<file path="src/rtl/keypad_scan_ctrl.sv">
// Column-scanning controller for a 4x4 hex keypad: synchronizes rows, debounces
// press and release, and emits one key code strobe per press plus a two-digit history.
module keypad_scan_ctrl #(
    parameter int SCAN_DIV       = 12000,
    parameter int DEBOUNCE_TICKS = 20,
    parameter int RELEASE_TICKS  = 20
) (
    input  logic       clk,
    input  logic       reset,
    input  logic [3:0] rows,
    output logic [3:0] cols,
    output logic [3:0] key_code,
    output logic       key_valid,
    output logic [3:0] digit_new,
    output logic [3:0] digit_old,
    output logic       busy
);

    localparam int CW = $clog2(SCAN_DIV);
    localparam int DW = $clog2(DEBOUNCE_TICKS + 1);
    localparam int RW = $clog2(RELEASE_TICKS + 1);

    typedef enum logic [1:0] {SCAN, DEBOUNCE, HELD, RELEASE} state_t;

    state_t          state_q, state_d;
    logic [CW-1:0]   cnt_q, cnt_d;
    logic [DW-1:0]   dcnt_q, dcnt_d;
    logic [RW-1:0]   rcnt_q, rcnt_d;
    logic [3:0]      rs_meta_q, rs_meta_d;
    logic [3:0]      rs_q, rs_d;
    logic [3:0]      cols_q, cols_d;
    logic [3:0]      row_sel_q, row_sel_d;
    logic [3:0]      key_sel_q, key_sel_d;
    logic [3:0]      key_code_q, key_code_d;
    logic            key_valid_q, key_valid_d;
    logic [3:0]      digit_new_q, digit_new_d;
    logic [3:0]      digit_old_q, digit_old_d;
    logic            busy_q, busy_d;

    logic            tick;
    logic            rs_onehot;
    logic            row_hit;
    logic            row_other;
    logic [1:0]      row_idx;
    logic [1:0]      col_idx;
    logic            accept;
    logic [3:0]      accept_sel;
    logic [3:0]      cols_rot;

    // Sel is {row index, column index}; the table is the physical keypad legend.
    function automatic logic [3:0] decode_key(input logic [3:0] sel);
        logic [3:0] k;
        case (sel)
            4'h0: k = 4'h1;  4'h1: k = 4'h2;  4'h2: k = 4'h3;  4'h3: k = 4'hA;
            4'h4: k = 4'h4;  4'h5: k = 4'h5;  4'h6: k = 4'h6;  4'h7: k = 4'hB;
            4'h8: k = 4'h7;  4'h9: k = 4'h8;  4'hA: k = 4'h9;  4'hB: k = 4'hC;
            4'hC: k = 4'hE;  4'hD: k = 4'h0;  4'hE: k = 4'hF;  default: k = 4'hD;
        endcase
        return k;
    endfunction

    always_comb begin
        tick      = (cnt_q == CW'(SCAN_DIV - 1));
        rs_onehot = (rs_q != 4'd0) && ((rs_q & (rs_q - 4'd1)) == 4'd0);
        row_hit   = (rs_q & row_sel_q) != 4'd0;
        row_other = (rs_q & ~row_sel_q) != 4'd0;
        cols_rot  = {cols_q[2:0], cols_q[3]};

        case (rs_q)
            4'b0010: row_idx = 2'd1;
            4'b0100: row_idx = 2'd2;
            4'b1000: row_idx = 2'd3;
            default: row_idx = 2'd0;
        endcase
        case (cols_q)
            4'b0010: col_idx = 2'd1;
            4'b0100: col_idx = 2'd2;
            4'b1000: col_idx = 2'd3;
            default: col_idx = 2'd0;
        endcase

        state_d     = state_q;
        cnt_d       = tick ? '0 : cnt_q + CW'(1);
        dcnt_d      = dcnt_q;
        rcnt_d      = rcnt_q;
        rs_meta_d   = rows;
        rs_d        = rs_meta_q;
        cols_d      = cols_q;
        row_sel_d   = row_sel_q;
        key_sel_d   = key_sel_q;
        key_code_d  = key_code_q;
        key_valid_d = 1'b0;
        digit_new_d = digit_new_q;
        digit_old_d = digit_old_q;
        accept      = 1'b0;
        accept_sel  = key_sel_q;

        if (tick) begin
            case (state_q)
                SCAN: begin
                    if (rs_onehot) begin
                        row_sel_d  = rs_q;
                        key_sel_d  = {row_idx, col_idx};
                        dcnt_d     = DW'(1);
                        accept_sel = {row_idx, col_idx};
                        accept     = (DEBOUNCE_TICKS == 1);
                        state_d    = DEBOUNCE;
                    end else begin
                        cols_d = cols_rot;
                    end
                end
                DEBOUNCE: begin
                    if (row_hit && !row_other) begin
                        dcnt_d = dcnt_q + DW'(1);
                        accept = (dcnt_q + DW'(1) == DW'(DEBOUNCE_TICKS));
                    end else begin
                        dcnt_d  = '0;
                        cols_d  = cols_rot;
                        state_d = SCAN;
                    end
                end
                HELD: begin
                    if (!row_hit) begin
                        rcnt_d = RW'(1);
                        if (RELEASE_TICKS == 1) begin
                            cols_d  = cols_rot;
                            state_d = SCAN;
                        end else begin
                            state_d = RELEASE;
                        end
                    end
                end
                default: begin
                    if (!row_hit) begin
                        rcnt_d = rcnt_q + RW'(1);
                        if (rcnt_q + RW'(1) == RW'(RELEASE_TICKS)) begin
                            cols_d  = cols_rot;
                            state_d = SCAN;
                        end
                    end else begin
                        rcnt_d  = '0;
                        state_d = HELD;
                    end
                end
            endcase
        end

        // Acceptance shifts the display history and fires the single strobe.
        if (accept) begin
            key_code_d  = decode_key(accept_sel);
            key_valid_d = 1'b1;
            digit_old_d = digit_new_q;
            digit_new_d = decode_key(accept_sel);
            state_d     = HELD;
        end

        busy_d = (state_d != SCAN);
    end

    always_ff @(posedge clk or negedge reset) begin
        if (!reset) begin
            state_q     <= SCAN;
            cnt_q       <= '0;
            dcnt_q      <= '0;
            rcnt_q      <= '0;
            rs_meta_q   <= '0;
            rs_q        <= '0;
            cols_q      <= 4'b0001;
            row_sel_q   <= '0;
            key_sel_q   <= '0;
            key_code_q  <= '0;
            key_valid_q <= 1'b0;
            digit_new_q <= '0;
            digit_old_q <= '0;
            busy_q      <= 1'b0;
        end else begin
            state_q     <= state_d;
            cnt_q       <= cnt_d;
            dcnt_q      <= dcnt_d;
            rcnt_q      <= rcnt_d;
            rs_meta_q   <= rs_meta_d;
            rs_q        <= rs_d;
            cols_q      <= cols_d;
            row_sel_q   <= row_sel_d;
            key_sel_q   <= key_sel_d;
            key_code_q  <= key_code_d;
            key_valid_q <= key_valid_d;
            digit_new_q <= digit_new_d;
            digit_old_q <= digit_old_d;
            busy_q      <= busy_d;
        end
    end

    assign cols      = cols_q;
    assign key_code  = key_code_q;
    assign key_valid = key_valid_q;
    assign digit_new = digit_new_q;
    assign digit_old = digit_old_q;
    assign busy      = busy_q;

endmodule

</file>
<file path="config.mk">
export PLATFORM = sky130hd
export DESIGN_NAME = keypad_scan_ctrl
export DESIGN_NICKNAME = d
export VERILOG_FILES = /design/src/rtl/keypad_scan_ctrl.sv
export SDC_FILE = /design/constraint.sdc
export NUM_CORES = 1
export LEC_CHECK = 0
export CAP_MARGIN = 20
export CORE_MARGIN = 2
export CORE_UTILIZATION = 40
export CTS_CLUSTER_DIAMETER = 100
export DETAILED_ROUTE_END_ITERATION = 6
export PLACE_DENSITY = 0.69
export SYNTH_ARGS = -nofsm -noshare
export SYNTH_HDL_FRONTEND = slang
export SYNTH_SLANG_ARGS = --single-unit
</file>
<file path="constraint.sdc">
create_clock -name clk -period 5.25 [get_ports clk]
set_input_delay 1.575 -clock clk [delete_from_list [all_inputs] [get_ports clk]]
set_output_delay 1.575 -clock clk [all_outputs]
set_load 0.02 [all_outputs]
</file>
; After elaboration in Yosys (flattened, before gate mapping)
; Memories as Yosys holds them, arrays and structs flattened. A register that Yosys moved wholly into a read port is not among the register bits.
; Index checks and enable logic that the tools add are counted.
[classes]
add_sub_neg = 4
eq_ne = 16
muxes = 29
bitwise = 6
n_reduce_logical = 18
[ops]
columns = op, count
row1 = $mux 4, 7
row2 = $mux 5, 4
row3 = $pmux 5 s2, 2
row4 = $pmux 2 s3, 3
row5 = $add 14x1->14 const B, 1
row6 = $eq 14x14->1 const B, 1
row7 = $mux 14, 1
row8 = $mux 2, 7
row9 = $and 4x4->4, 3
row10 = $pmux 4 s3, 1
row11 = $reduce_bool 4->1, 3
row12 = $add 5x1->5 const B, 2
row13 = $eq 5x5->1 const B, 2
row14 = $reduce_and 3->1, 3
row15 = $eq 4x2->1 const B, 2
row16 = $eq 4x3->1 const B, 2
row17 = $eq 4x4->1 const B, 2
row18 = $ne 2x2->1 const B, 4
row19 = $reduce_and 6->1, 1
row20 = $logic_not 4->1, 1
row21 = $mux 1, 4
row22 = $not 4->4, 1
row23 = $reduce_bool 2->1, 2
row24 = $sub 4x1->4 const B, 1
row25 = other kinds (9), 13
[totals]
ff_bits = 52
mem_bits_ro = 128
input_bits = 6
out_inout_bits = 18
memories = 2
[mem_list]
columns = name, depth, word_bits, read_ports, rd_clocked_by_memory_dff, write_ports, line_no
row1 = (no name shown), 16, 4, 1, 1, 0, 53  ; case (sel)
row2 = (no name shown), 16, 4, 1, 1, 0, 53

; Depth between registers and ports, before layout
[depth]
ltp_word = 10
depth_mapped = 12
depth_no_buf = 10

; Worst setup path before layout
; No wires, ideal clock.
[synth_path]
path_type = flip-flop to flip-flop
from = register cnt_q[0]
to = register digit_new_q[2], in the netlist digit_new[2]
setup_time_ns = 0.127
t_arrival_ns = 2.401
setup_slack_ns = 2.722
path_stages_with_launch = 13
path_buffers = 2
synth_period_minus_slack_ns = 2.528
cell_sequence = dfrtp_1 > ha_1 > and4_1 > clkbuf_2 > and4_1 > buf_4 > nand3_4 > mux2_2 > inv_1 > ha_1 > nand3b_1 > o211ai_1 > a21oi_1
[synth_between]
elab_chain_len = 2
[synth_rtl]
columns = element, line_no
row1 = start: declaration, 26  ; logic [CW-1:0] cnt_q, cnt_d;
row2 = start signal: assignment, 178  ; cnt_q <= cnt_d;
row3 = $eq 14x14->1, 63  ; tick = (cnt_q == CW'(SCAN_DIV - 1));
row4 = $mux 4, -
row5 = via accept_sel[1], 47  ; logic [3:0] accept_sel;
row6 = end: declaration, 36  ; logic [3:0] digit_new_q, digit_new_d;
; The timed path passes the listed nets, and every way through them passes these cells.
; A chain may end at the register's enable or synchronous reset.

; Worst setup path after layout
[layout_path]
from = register cnt_q[0]
to = register digit_new_q[1], in the netlist digit_new[1]
; Same word-level chain as after synthesis.

==> run metrics <==
status complete, no violations; total grt overflow 0; Seq/Total Area, Yosys 0.501; Setup WS post-layout 2.17 ns; required time of the critical path 5.50 ns; Reg area about 1400 um^2; Async S/R FF share, synth 1.00; syn_area_per_cell between 10 and 15 um^2; deepest level of the CTS H-tree 2; setup violators final 0; top post-synthesis cells by count 55 x dfrtp_1, 26 x nand2_1, 19 x nor2_1; Slew headroom 0.538; YS warnings 0; Top Ports 24; setup tns final 0 ns; pwr/cell area about 220 nW/um^2; Mapped Cells approximately 270; clk_lat worst skew 0.30 ns; Synth area leaders dfrtp_1 49%, mux2_2 4.4%, ha_1 4.0%; top cell type's share of synthesized area 0.492; initial detailed-routing violation count between 70 and 80; Place WS 2.19 ns; EDFF count, synth 0; most common cell in the synthesized netlist dfrtp_1; Setup CP Type flip-flop to flip-flop; GP Congestion 0.837; post-synth top area cell dfrtp_1; core area 6790 um^2; Critical Path AT between 3 and 4 ns; Cell variety after synth between 40 and 50; CP Launch Type flip-flop; synth-to-layout area growth 13.5%; Buf/Inv on CP 1; post-CTS sizing 0; initial antenna violation count 0; Num Clock Sinks 56; via count 1,963; # DRC 0; die height between 80 and 90 um; Clock Pin Slew Worst Setup and Hold Paths 0.09 ns; Die W 87.7 um; Worst Skew 0.00887 ns; max cap viols 0; CP Cell Sequence ha_1 > and4_1 > and4_1 > nand3_4 > mux2_2 > inv_1 > ha_1 > nand3_1 > or4b_1 > nand3_1; wire per inst 13.1 um; post-route ant nets 0; I/O Buffers 23; Peak supply drop approximately 0.14 mV; Inserted Clock Buffers 5; dpl hpwl 3.66 mm; Mapped Area 2800 um^2; first-pass GRT wire length about 9 mm; starting density of the core 0.412; Max Clock Freq 324 MHz; die area 7680 um^2; fin area about 3200 um^2; crit-path max cell delay 0.64 ns; clk root buf clkbuf_8; area of the multi-input gates 1290 um^2; flop and latch count out of synthesis 56; Slew Viols, Final 0; Final Hold Fails 0; via/cell ratio between 5 and 6; worst slew pin tran 0.693 ns; maximum buffer depth of the clock tree 2; Hold Crit Class flip-flop to flip-flop; GRT Overall Usage 0.148; Rows 30; total power between 0.6 and 0.7 mW; syn_nets 289; DRT Pass-1 Iters 4; Hold-fix buffers, CTS 0; Util after Layout 0.468; ys flop type dfrtp_1; Post-CTS Setup Inserts 0; fin crit period approximately 3.1 ns; Top delay family on crit path simple AND/OR/NAND/NOR gates; fillers 654; Max FO, Critical Path 16; placed cell area between 3000 and 4000 um^2; Pleak 1.43 nW; Critical-path top delay cell and4_1; period utilization 0.587; kind of end point of the critical path flip-flop; vias in the first global route 1,926; antenna cells 0; total wire length 5.11 mm; layout cells sized above 1 0.0782; RSZ-0062 raised after global routing false; CTS tree built; final net count 308; largest net degree at the start of global routing 57
cell type report:
class                   instances  area share
flip-flops and latches         56       0.442
inverters                       9      0.0106
well taps                      96      0.0378
clock buffers                   8      0.0284
repair buffers                 25      0.0756
multi-input cells             196       0.406
worst reg2reg max path, delay by kind of cell, from the launching register on:
kind / cells / cell delay [ns]
AND/OR/NAND/NOR: 6 / 1.81
adder cells (fa/ha/maj): 2 / 0.42
flip-flops: 1 / 0.39
multiplexers: 1 / 0.33
buffers and inverters: 1 / 0.10
cell families after synthesis:
family / after synthesis / synth area share
adders and majority gates: 9 / 0.0402
AOI/OAI and AO/OA: 45 / 0.103
muxes: 13 / 0.0514
DFF: 56 / 0.501
xor gates and xnor gates: 16 / 0.0501
and+or+nand+nor: 113 / 0.216
buffers and inverters: 22 / 0.0380
placed cells by master (no fill, tap or decap), types with 4 or more instances in the layout:
master,synthesis,layout
nor2_1,19,19
nand4_1,5,5
a21oi_1,12,12
ha_1,9,9
nand2_1,26,26
inv_1,9,9
mux2_2,11,11
clkdlybuf4s50_1,0,22
o21ai_0,11,11
nor4b_1,4,4
nand3_1,16,16
nor3_1,11,11
nor2b_1,6,6
xnor2_1,6,6
and3_1,4,4
xor2_1,10,10
o211ai_1,5,5
dfrtp_1,55,55
nand2b_1,5,5
clkbuf_8,0,6
worst paths after layout:
kind	from	end	slack, ns	cells after the start
min reg2reg	rs_d[3]	rs_q[3]	0.35	0
max	cnt_q[0]	digit_new[1]	2.17	10
min in group asynchronous	reset	cnt_q[2]	1.38	2
max in group asynchronous	reset	cnt_q[12]	3.39	2
min	rs_d[3]	rs_q[3]	0.35	0
max reg2reg	cnt_q[0]	digit_new[1]	2.17	10
metrics by stage:
stage               hold WS [ns]  instances
floorplan                  0.331        274
global placement           0.331        382
detailed placement         0.335        382
CTS                        0.356        390
global route               0.364        390
finish                     0.354        390
state kept, by name, indices dropped and copies added, names as in the netlist:
register,cells
key_valid,1
busy,1
cnt_q,14
rcnt_q,5
dcnt_q,5
rs_d,4
key_sel_q,4
state_q,2
row_sel_q,4
digit_old,4
rs_q,4
cols,4
digit_new,4
per-layer routing:
metal	track usage	vias to the layer above	share of wire
met3	0.0292	6	0.027
met4	0.0601	0	0.010
met2	0.226	30	0.47
met5	0	-	0
li1	-	1002	-
met1	0.208	925	0.50
power breakdown:
part | switching (mW) | internal (mW) | total, mW
clock | 0.130 | 0.108 | 0.238
combinational | 0.0122 | 0.00641 | 0.0186
sequential | 0.00328 | 0.434 | 0.437
total | 0.145 | 0.548 | 0.693
Power figures use the tool's default switching activity.
